[src/rtl/keypad_pkg.sv]
// Shared definitions for the 4x4 keypad scanner: FSM encoding, matrix size
// and the all-released row pattern.
package keypad_pkg;

    localparam int COLS = 4;
    localparam int ROWS = 4;

    localparam logic [ROWS-1:0] KEY_NONE = '1;

    typedef enum logic [1:0] {
        ST_SCAN,
        ST_DEBOUNCE,
        ST_PRESSED,
        ST_RELEASE
    } state_t;

    // Lowest-numbered active-low row wins when several rows are pulled down.
    function automatic logic [1:0] lowest_low(input logic [ROWS-1:0] rows);
        logic [1:0] idx;
        idx = 2'd0;
        for (int i = ROWS - 1; i >= 0; i--) begin
            if (!rows[2'(i)]) begin
                idx = 2'(i);
            end
        end
        return idx;
    endfunction

endpackage

[src/rtl/keypad_sync.sv]
// Two-flop synchroniser for the asynchronous keypad row lines; idles at
// all-ones so a released keypad reads as "no key" straight out of reset.
module keypad_sync #(
    parameter int WIDTH = 4
) (
    input  logic             clk,
    input  logic             reset_n,
    input  logic [WIDTH-1:0] d,
    output logic [WIDTH-1:0] q
);

    logic [WIDTH-1:0] meta_reg;
    logic [WIDTH-1:0] sync_reg;

    always_ff @(posedge clk or negedge reset_n) begin
        if (!reset_n) begin
            meta_reg <= '1;
            sync_reg <= '1;
        end else begin
            meta_reg <= d;
            sync_reg <= meta_reg;
        end
    end

    assign q = sync_reg;

endmodule

[src/rtl/keypad_scanner.sv]
// 4x4 membrane keypad scanner: column strobe, row debounce, one-cycle key strobe.
// Define KEYPAD_REPEAT_EN to re-pulse key_valid while a key stays held.
module keypad_scanner
    import keypad_pkg::*;
#(
    parameter int SCAN_DIV     = 100_000,
    parameter int DEBOUNCE_CNT = 20,
    parameter int REPEAT_DLY   = 500,
    parameter int REPEAT_RATE  = 100
) (
    input  logic       clk,
    input  logic       reset_n,
    input  logic [3:0] row_n,
    output logic [3:0] col_n,
    output logic [3:0] key_code,
    output logic       key_valid,
    output logic       key_held
);

    localparam int SLOT_W = (SCAN_DIV > 1) ? $clog2(SCAN_DIV) : 1;
    localparam int DEB_W  = $clog2(DEBOUNCE_CNT + 1);
    localparam logic [SLOT_W-1:0] SLOT_LAST  = SLOT_W'(SCAN_DIV - 1);
    localparam logic [DEB_W-1:0]  DEB_TARGET = DEB_W'(DEBOUNCE_CNT);

    // The synchroniser needs two cycles to settle after a column change.
    if (SCAN_DIV < 4 || DEBOUNCE_CNT < 1 || REPEAT_RATE < 1 || REPEAT_RATE > REPEAT_DLY) begin : g_bad_params
        $error("keypad_scanner: unsupported parameter combination");
    end

    logic [ROWS-1:0]   row_sync;
    logic [SLOT_W-1:0] slot_reg;
    logic              slot_end;
    state_t            state_reg, state_next;
    logic [1:0]        col_reg, col_next;
    logic [1:0]        row_reg, row_next;
    logic [ROWS-1:0]   pat_reg, pat_next;
    logic [DEB_W-1:0]  deb_reg, deb_next, deb_inc;
    logic [3:0]        code_reg, code_next;
    logic              valid_reg, valid_next;
    logic              held_reg, held_next;
    logic              row_released;

`ifdef KEYPAD_REPEAT_EN
    localparam int REP_W = $clog2(REPEAT_DLY + 1);
    localparam logic [REP_W-1:0] REP_LAST   = REP_W'(REPEAT_DLY);
    localparam logic [REP_W-1:0] REP_RELOAD = REP_W'(REPEAT_DLY - REPEAT_RATE);
    logic [REP_W-1:0] rep_reg, rep_next, rep_inc;
`endif

    keypad_sync #(.WIDTH(ROWS)) u_sync (
        .clk     (clk),
        .reset_n (reset_n),
        .d       (row_n),
        .q       (row_sync)
    );

    assign slot_end     = (slot_reg == SLOT_LAST);
    assign deb_inc      = (deb_reg == DEB_TARGET) ? deb_reg : deb_reg + 1'b1;
    assign row_released = row_sync[row_reg];

    for (genvar gi = 0; gi < COLS; gi++) begin : g_col
        assign col_n[gi] = (col_reg != 2'(gi));
    end

    assign key_code  = code_reg;
    assign key_valid = valid_reg;
    assign key_held  = held_reg;

    always_ff @(posedge clk or negedge reset_n) begin
        if (!reset_n) begin
            slot_reg  <= '0;
            state_reg <= ST_SCAN;
            col_reg   <= '0;
            row_reg   <= '0;
            pat_reg   <= KEY_NONE;
            deb_reg   <= '0;
            code_reg  <= '0;
            valid_reg <= 1'b0;
            held_reg  <= 1'b0;
        end else begin
            slot_reg  <= slot_end ? '0 : slot_reg + 1'b1;
            state_reg <= state_next;
            col_reg   <= col_next;
            row_reg   <= row_next;
            pat_reg   <= pat_next;
            deb_reg   <= deb_next;
            code_reg  <= code_next;
            valid_reg <= valid_next;
            held_reg  <= held_next;
        end
    end

`ifdef KEYPAD_REPEAT_EN
    assign rep_inc = rep_reg + 1'b1;

    always_ff @(posedge clk or negedge reset_n) begin
        if (!reset_n) begin
            rep_reg <= '0;
        end else begin
            rep_reg <= rep_next;
        end
    end
`endif

    // All decisions are taken on the one sample per slot, in its last cycle.
    always_comb begin
        state_next = state_reg;
        col_next   = col_reg;
        row_next   = row_reg;
        pat_next   = pat_reg;
        deb_next   = deb_reg;
        code_next  = code_reg;
        valid_next = 1'b0;
        held_next  = held_reg;
`ifdef KEYPAD_REPEAT_EN
        rep_next   = rep_reg;
`endif
        if (slot_end) begin
            case (state_reg)
                ST_SCAN: begin
                    if (row_sync == KEY_NONE) begin
                        col_next = col_reg + 2'd1;
                    end else begin
                        pat_next   = row_sync;
                        row_next   = lowest_low(row_sync);
                        deb_next   = DEB_W'(1);
                        state_next = ST_DEBOUNCE;
                    end
                end
                ST_DEBOUNCE: begin
                    if (row_sync == pat_reg) begin
                        deb_next = deb_inc;
                        if (deb_inc >= DEB_TARGET) begin
                            state_next = ST_PRESSED;
                            code_next  = {row_reg, col_reg};
                            valid_next = 1'b1;
                            held_next  = 1'b1;
`ifdef KEYPAD_REPEAT_EN
                            rep_next   = '0;
`endif
                        end
                    end else begin
                        state_next = ST_SCAN;
                    end
                end
                ST_PRESSED: begin
                    if (row_released) begin
                        deb_next   = DEB_W'(1);
                        state_next = ST_RELEASE;
                    end else begin
`ifdef KEYPAD_REPEAT_EN
                        // After the first repeat, reload so every later repeat is REPEAT_RATE apart.
                        if (rep_inc == REP_LAST) begin
                            valid_next = 1'b1;
                            rep_next   = REP_RELOAD;
                        end else begin
                            rep_next   = rep_inc;
                        end
`endif
                    end
                end
                ST_RELEASE: begin
                    if (!row_released) begin
                        state_next = ST_PRESSED;
`ifdef KEYPAD_REPEAT_EN
                        rep_next   = '0;
`endif
                    end else begin
                        deb_next = deb_inc;
                        if (deb_inc >= DEB_TARGET) begin
                            held_next  = 1'b0;
                            col_next   = col_reg + 2'd1;
                            deb_next   = '0;
                            state_next = ST_SCAN;
                        end
                    end
                end
                default: state_next = ST_SCAN;
            endcase
        end
    end

endmodule

[config.mk]
export PLATFORM = sky130hd
export DESIGN_NAME = keypad_scanner
export DESIGN_NICKNAME = d
export VERILOG_FILES = /design/src/rtl/keypad_pkg.sv /design/src/rtl/keypad_sync.sv /design/src/rtl/keypad_scanner.sv
export SDC_FILE = /design/constraint.sdc
export NUM_CORES = 1
export LEC_CHECK = 0
export ABC_AREA = 1
export CAP_MARGIN = 25
export CELL_PAD_IN_SITES_DETAIL_PLACEMENT = 1
export CELL_PAD_IN_SITES_GLOBAL_PLACEMENT = 1
export CORE_ASPECT_RATIO = 0.5
export CORE_MARGIN = 2
export CORE_UTILIZATION = 30
export CTS_CLUSTER_DIAMETER = 60
export DETAILED_ROUTE_END_ITERATION = 8
export HOLD_SLACK_MARGIN = 0.06
export PLACE_DENSITY_LB_ADDON = 0.2
export SYNTH_ARGS = -nofsm -noshare
export SYNTH_HDL_FRONTEND = slang
export SYNTH_SLANG_ARGS = --single-unit
[constraint.sdc]
create_clock -name clk -period 1.6 [get_ports clk]
set_input_delay 0.32 -clock clk [delete_from_list [all_inputs] [get_ports clk]]
set_output_delay 0.32 -clock clk [all_outputs]
set_load 0.005 [all_outputs]
== Word level (Yosys, flattened, before mapping) ==
Cells that the tools add are included.

* $add $sub $neg: 3
* Multipliers: 0
* Divide/modulo/power cells: 0
* $lt $le $gt $ge: 2
* Eq/ne operators: 19
* Shift-type cells: 0
* Mux-type cells: 32
* Bitwise gates (word level): 1
* Reduce and logical (&&, ||, !) cells: 10

{| class="wikitable"
|+ Operator list
! cell !! count
|-
| 5-bit 2-to-1 mux || 6
|-
| 2-bit 2-to-1 mux || 11
|-
| 5-bit one-hot mux with 4 select lines || 1
|-
| 2-bit != test (second input constant) || 9
|-
| 17-bit by 1-bit adder with 17-bit output (second input constant) || 1
|-
| 17-bit == test (second input constant) || 1
|-
| 17-bit 2-to-1 mux || 1
|-
| 5-bit AND reduction || 3
|-
| 1-bit 2-to-1 mux || 9
|-
| 2-bit one-hot mux with 4 select lines || 1
|-
| 3-bit != test (second input constant) || 2
|-
| 6-bit AND reduction || 1
|-
| 2-bit nonzero test || 3
|-
| 5-bit by 1-bit adder with 5-bit output (second input constant) || 1
|-
| 5-bit == test (second input constant) || 1
|-
| 5-bit greater-or-equal comparator (second input constant) || 1
|-
| 2-bit == test (second input constant) || 2
|-
| 4-bit == test || 1
|-
| 4-bit == test (second input constant) || 1
|-
| 2-bit one-hot mux with 2 select lines || 1
|-
| 4-bit AND reduction || 1
|-
| 2-bit by 3-bit less-than comparator with 1-bit output (second input constant) || 1
|-
| 3-bit AND reduction || 1
|-
| 2-bit by 1-bit adder with 2-bit output (second input constant) || 1
|-
| other kinds (6) || 6
|}

* Register bits: 46
* Bits in latches: 0
* Bits in writable memories: 0
* Memory bits (read-only): 0
* Bits of input ports: 6
* Output and inout bits: 10
* Logic and storage cells: 78
* Memories: 0

== Depth between registers and ports, before layout ==
Gate-level depths: netlist of the first run.

* Depth in word-level cells: 7
* Depth in mapped cells: 13
* Depth with buffers taken out: 13

== Hierarchy ==
A second synthesis of the first run with hierarchy kept.

* Cells, all modules: 304
* Area total of the unflattened synthesis: 2,479.9 sq um

{| class="wikitable"
|+ Modules (own cells, without submodules)
! module !! times used !! cells each !! area each (sq um) !! sequential area each (sq um)
|-
| keypad_scanner || 1 || 296 || 2,269.7 || 905.9
|-
| keypad_sync || 1 || 8 || 210.2 || 210.2
|}

== Least setup slack after synthesis of the first run ==
OpenSTA, ideal clock, no wires.

* Kind: register to register
* Start: register deb_reg[0]
* End: register col_reg[1]
* Library setup time: 0.119 ns
* Arrival time: 1.413 ns
* Data required time: 1.481 ns
* Setup slack: 0.069 ns
* Cell stages (with the launch flop): 8
* Path buffers: 0
* Clock period less this slack: 1.531 ns
* Cells stage by stage: dfrtp_1 ha_1 nand3_1 xor2_1 nand2_2 o21ai_1 nand2_1 o21a_1

* Cells in the longest elaborated chain, start to end: 5
* Elaborated cells between the ends (all ways): 6
* Those cells by class: add/sub (1); order compare (1); eq/ne (2); mux (1); reduce/logical (1)

{| class="wikitable"
|+ Ends and longest elaborated chain
! what !! line !! RTL
|-
| from (decl) || keypad_scanner.sv:37 || <nowiki>logic [DEB_W-1:0] deb_reg, deb_next, deb_inc;</nowiki>
|-
| from (signal assigned) || keypad_scanner.sv:86 || <nowiki>deb_reg <= deb_next;</nowiki>
|-
| 5-bit by 1-bit adder with 5-bit output / 5-bit == test (equally long branches) || keypad_scanner.sv:58 || <nowiki>assign deb_inc = (deb_reg == DEB_TARGET) ? deb_reg : deb_reg + 1'b1;</nowiki>
|-
| 5-bit 2-to-1 mux (*) || keypad_scanner.sv:58 ||
|-
| 5-bit greater-or-equal comparator (*) || keypad_scanner.sv:170 || <nowiki>if (deb_inc >= DEB_TARGET) begin</nowiki>
|-
| 2-bit != test (no line) (*) || -- ||
|-
| 5-bit AND reduction (no line) (*) || -- ||
|-
| to (signal assigned) || keypad_scanner.sv:83 || <nowiki>col_reg <= col_next;</nowiki>
|-
| to (decl) || keypad_scanner.sv:34 || <nowiki>logic [1:0] col_reg, col_next;</nowiki>
|}

Mark *: on every way between the ends. The rest lies on a longest branch, timed or not.
A chain may end at the register's enable or synchronous reset.

== Worst setup path in the final report of the first run ==
* Start: register slot_reg[0]
* End: register state_reg[1]

* Cells in the longest elaborated chain, start to end: 2

{| class="wikitable"
|+ Ends and longest elaborated chain
! what !! line !! RTL
|-
| from (decl) || keypad_scanner.sv:31 || <nowiki>logic [SLOT_W-1:0] slot_reg;</nowiki>
|-
| from (signal assigned) || keypad_scanner.sv:81 || <nowiki>slot_reg <= slot_end ? '0 : slot_reg + 1'b1;</nowiki>
|-
| 17-bit == test || keypad_scanner.sv:57 || <nowiki>assign slot_end = (slot_reg == SLOT_LAST);</nowiki>
|-
| 5-bit AND reduction (no line) || -- ||
|-
| to (signal assigned) || keypad_scanner.sv:82 || <nowiki>state_reg <= state_next;</nowiki>
|-
| to (decl) || keypad_scanner.sv:33 || <nowiki>state_t state_reg, state_next;</nowiki>
|}

No other way between the ends.

==> results of run 1 <==
critical path: cells and delay by family (launching register included):
kind,cells,cell delay (ns)
buffers and inverters,2,0.20
flip-flops,1,0.36
AND/OR/NAND/NOR,6,0.65
adder cells (fa/ha/maj),1,0.19
AO/OA/AOI/OAI,1,0.17
metrics by stage:
stage | power, W | utilization | std cells
3_3_place_gp | 0.00122 | 0.356 | 445
6_report | 0.00244 | 0.426 | 470
2_1_floorplan | 0.00117 | - | 305
5_1_grt | 0.00253 | 0.426 | 470
3_5_place_dp | 0.00122 | 0.356 | 445
4_1_cts | 0.00247 | 0.399 | 465
area by class of cell:
cell class	instances	area (um^2)
inverter	58	228
clock buffer	5	125
sequential	44	1120
clock inverter	3	46.3
multi-input combinational	202	1330
timing repair buffer	46	385
tap	112	140
fill	933	4540
worst paths after layout:
| path | from | endpoint | cells after the start |
|---|---|---|---|
| worst max-delay path | slot_reg[0] | state_reg[1] | 10 |
| worst min-delay path | u_sync.meta_reg[0] | u_sync.q[0] | 0 |
| worst max register to register | slot_reg[0] | state_reg[1] | 10 |
| worst min register to register | u_sync.meta_reg[0] | u_sync.q[0] | 0 |
| max in group asynchronous | reset_n | pat_reg[0] | 3 |
| min in group asynchronous | reset_n | slot_reg[7] | 2 |
logic make-up after synthesis:
| family | after synthesis | synth area share |
|---|---|---|
| AOI/OAI and AO/OA | 32 | 0.0707 |
| and+or+nand+nor | 156 | 0.318 |
| buffers and inverters | 60 | 0.0959 |
| xor gates and xnor gates | 5 | 0.0180 |
| other | 1 | 0.00155 |
| DFF | 44 | 0.460 |
| adders and majority gates | 7 | 0.0361 |
cell usage after synthesis:
cell type                  instances  area, um^2
sky130_fd_sc_hd__nor4_2            1        12.5
sky130_fd_sc_hd__nor2_1           30         113
sky130_fd_sc_hd__nand3_4           2        35.0
sky130_fd_sc_hd__nand2_2           9        56.3
sky130_fd_sc_hd__nand3_2           1        10.0
sky130_fd_sc_hd__nand4_1           9        56.3
sky130_fd_sc_hd__or2_2             1        6.26
sky130_fd_sc_hd__nor2_4            4        45.0
sky130_fd_sc_hd__inv_2             8        30.0
sky130_fd_sc_hd__inv_1            50         188
sky130_fd_sc_hd__dfrtp_1          32         801
sky130_fd_sc_hd__o21ai_0          11        55.1
sky130_fd_sc_hd__ha_1              7        87.6
sky130_fd_sc_hd__a211oi_1          1        7.51
sky130_fd_sc_hd__nor2_8            1        20.0
sky130_fd_sc_hd__nand2_4           1        11.3
sky130_fd_sc_hd__nor2_2            7        43.8
sky130_fd_sc_hd__o31ai_1           1        7.51
sky130_fd_sc_hd__o21ai_2           1        8.76
sky130_fd_sc_hd__nand2_1          72         270
sky130_fd_sc_hd__a21oi_1          10        50.1
sky130_fd_sc_hd__nor3_1            3        15.0
sky130_fd_sc_hd__o21a_1            1        7.51
sky130_fd_sc_hd__xor2_1            5        43.8
sky130_fd_sc_hd__dfstp_2          12         315
sky130_fd_sc_hd__buf_4             2        15.0
sky130_fd_sc_hd__o21ai_1           7        35.0
sky130_fd_sc_hd__or2_0             1        6.26
sky130_fd_sc_hd__conb_1            1        3.75
sky130_fd_sc_hd__nand3_1          14        70.1
metal layers:
metal / global-route usage / up-vias
li1: - / 1051
met1: 0.171 / 989
met2: 0.266 / 9
met3: 0.0368 / 6
met4: 0.0693 / 0
met5: 0 / -
where the power goes:
| group | switching, W | internal (W) | total [W] |
|---|---|---|---|
| sequential | 0.00000663 | 0.00113 | 0.00114 |
| combinational | 0.0000446 | 0.0000280 | 0.0000725 |
| clock | 0.000488 | 0.000743 | 0.00123 |
what timing repair did:
item / in CTS / in global routing
setup buffers: 10 / 5
resized for setup: 34 / 51
pin swaps: 20 / 27
endpoints found under the hold margin: 10 / 0
hold buffers: 1 / 0
gates cloned: 1 / 0
endpoints found under the setup margin: 14 / 33
==> flow_results.org, run 1 <==
** Status
- The flow ran to the end, but the final reports show violations.
- The checks that failed: setup timing.

** Detailed routing
- Initial detailed-routing violation count :: 51
- Total number of vias :: about 2,100
- Routed signal wires occupy layers up through met4.
- In the final routing, the length of wire on met1 measures between 2 and 3 mm.
- After detailed routing, the number of remaining DRC violations is 0.
- Wires add up to ~6 mm.
- The routed design uses 121 um of met3 wire.
- Summed over all nets, wire length on met2 after detailed routing comes to roughly 3 mm.
- Once detail routing completed, the nets flagged for antenna violations numbered 0.
- Count of TritonRoute iterations in the first routing pass :: 4
- After detailed routing, the average wire length per cell comes to between 10 and 15 um.
- Dividing the detail-routed via count by the number of cells gives roughly 4.4.

** Timing
- Final hold slack :: about 0.36 ns
- Final setup slack of the worst path :: -0.0630 ns
- The number of max-slew violations in the final report was 0.
- Final count of negative-setup-slack endpoints :: 5
- Static timing analysis puts the maximum clock frequency at approximately 600 MHz.
- Fin Clk Skew :: approximately 0.0048 ns
- Final-report hold violation count :: 0
- After routing, the total negative slack on setup checks comes to -0.161 ns.
- Setup repair after global routing could not meet its margin everywhere.
- Post-layout minimum cycle time :: roughly 1.7 ns
- Final period util :: 1.04

** Synthesis
- The synthesized design contains 44 register bits.
- Syn Nets :: between 300 and 400
- Post-Synthesis Cell Area :: 0.00243 mm^2
- Dividing the synthesized area by the synthesized cell count gives between 7 and 8 um^2.
- The Yosys step of the flow raised 0 warnings.
- The share of the Yosys chip area taken by registers is 0.460.
- Distinct cell type count of the synthesized netlist :: 30
- Count of mapped cells out of synthesis :: between 300 and 400

** Floorplan
- For this design the top-level I/O count stands at 16.
- The initial utilization of the core area, before any placement, comes to 0.307.
- The floorplan step defined a core boundary enclosing 0.00791 mm^2.
- In this run the vertical extent of the chip is around 68 um.
- Overall die width :: 131 um
- Total die area :: 0.00887 mm^2
- Row count :: 23

** Worst setup path
- Worst-path maximum fanout :: 5
- Data on the critical path is required at its endpoint by between 1.5 and 2 ns.
- Critical path class :: flip-flop to flip-flop
- The critical path goes through ha_2 -> nand2_2 -> inv_2 -> nand2_4 -> nor2_4 -> buf_6 -> nand3_4 -> nor2_4 -> nand4_1 -> a21oi_1.
- In this design, the stage delay of the slowest critical-path cell is 0.36 ns.
- Register-to-register path setup slack :: -0.06 ns
- STA classifies the critical path endpoint as a flip-flop.
- Startpoint Class :: flip-flop
- Cell with the biggest individual delay on the critical path :: sky130_fd_sc_hd__dfrtp_1
- Arrival time worst endpoint :: roughly 1.9 ns
- Crit-path most repeated cell :: sky130_fd_sc_hd__nor2_4

** Clocking
- Root Buffer Master :: sky130_fd_sc_hd__clkbuf_16
- After clock tree synthesis, the clock-pin slew on the worst setup and hold paths is 0.07 ns.
- Clock Latency Late Sink :: ~0.30 ns
- The longest clock path from root to sink contains 2 buffers.
- Inserted Clock Buffers :: 5
- Clock tree synthesis found a total of 44 sinks.
- The H-tree generated during clock tree synthesis spans 2 levels.
- TritonCTS built the clock tree.

** GRT
- Overflow left after global routing :: 0
- The first global-routing pass estimated 10.1 mm of wire.
- Entering global routing, the biggest net connects 27 pins.
- The number of antenna violations at the first check in global routing is 0.
- The via count of the first global-routing pass is 2,178.
- Total GRT Usage :: 0.147

** Placement
- Weighted congestion at the end of routability-driven global placement :: 0.823
- After detailed placement, the total cell area comes to ~0.0028 mm^2.
- Prior to clock tree synthesis, the placed netlist has a worst setup slack of -0.0720 ns.
- Port-buffer cells :: 14
- DPL Wire Length :: roughly 4.4 mm

** Layout
- 0 antenna diodes ended up in the layout.
- Number of flip-flops under the largest register name :: 17
- After the last flow step, the layout net total stands at 370.
- Most frequent cells in the layout :: 59 x sky130_fd_sc_hd__nand2_1, 44 x sky130_fd_sc_hd__inv_1, 32 x sky130_fd_sc_hd__dfrtp_1
- In the final layout, the share of cells above drive strength 1 is 0.383.
- Signed area change from the synthesized netlist to the final layout :: 39.0%
- The library cell used most frequently in the layout, excluding fill and tap cells, is sky130_fd_sc_hd__nand2_1.
- Summing all non-filler instances in the final layout gives an area of 0.00337 mm^2.

** Pwr
- In this run the power density over the cells is around 720 mW/mm^2.
- The analysis attributes to cell leakage a power of ~1.6 nW.
- IR Drop Worst-Case VDD :: 319 uV

** Job
- Max-cap check violation count :: 0

** Worst hold path
- Hold/Removal Path Class :: flip-flop to flip-flop
Power figures use the tool's default switching activity.
==> inputs of run 2 (changes only) <==
- SLEW_MARGIN: default -> 15
==> results of run 2 <==
Same layout as run 1: the final DEF is identical, and so are final timing and power.
==> inputs of run 3 (changes only) <==
- MAX_ROUTING_LAYER: default -> met4
==> results of run 3 <==
Same layout as run 1: the final DEF is identical, and so are final timing and power.
Main changes from that run: final weighted congestion in routability-driven placement 0.823 -> 0.835; overall routing resource usage 0.147 -> 0.152
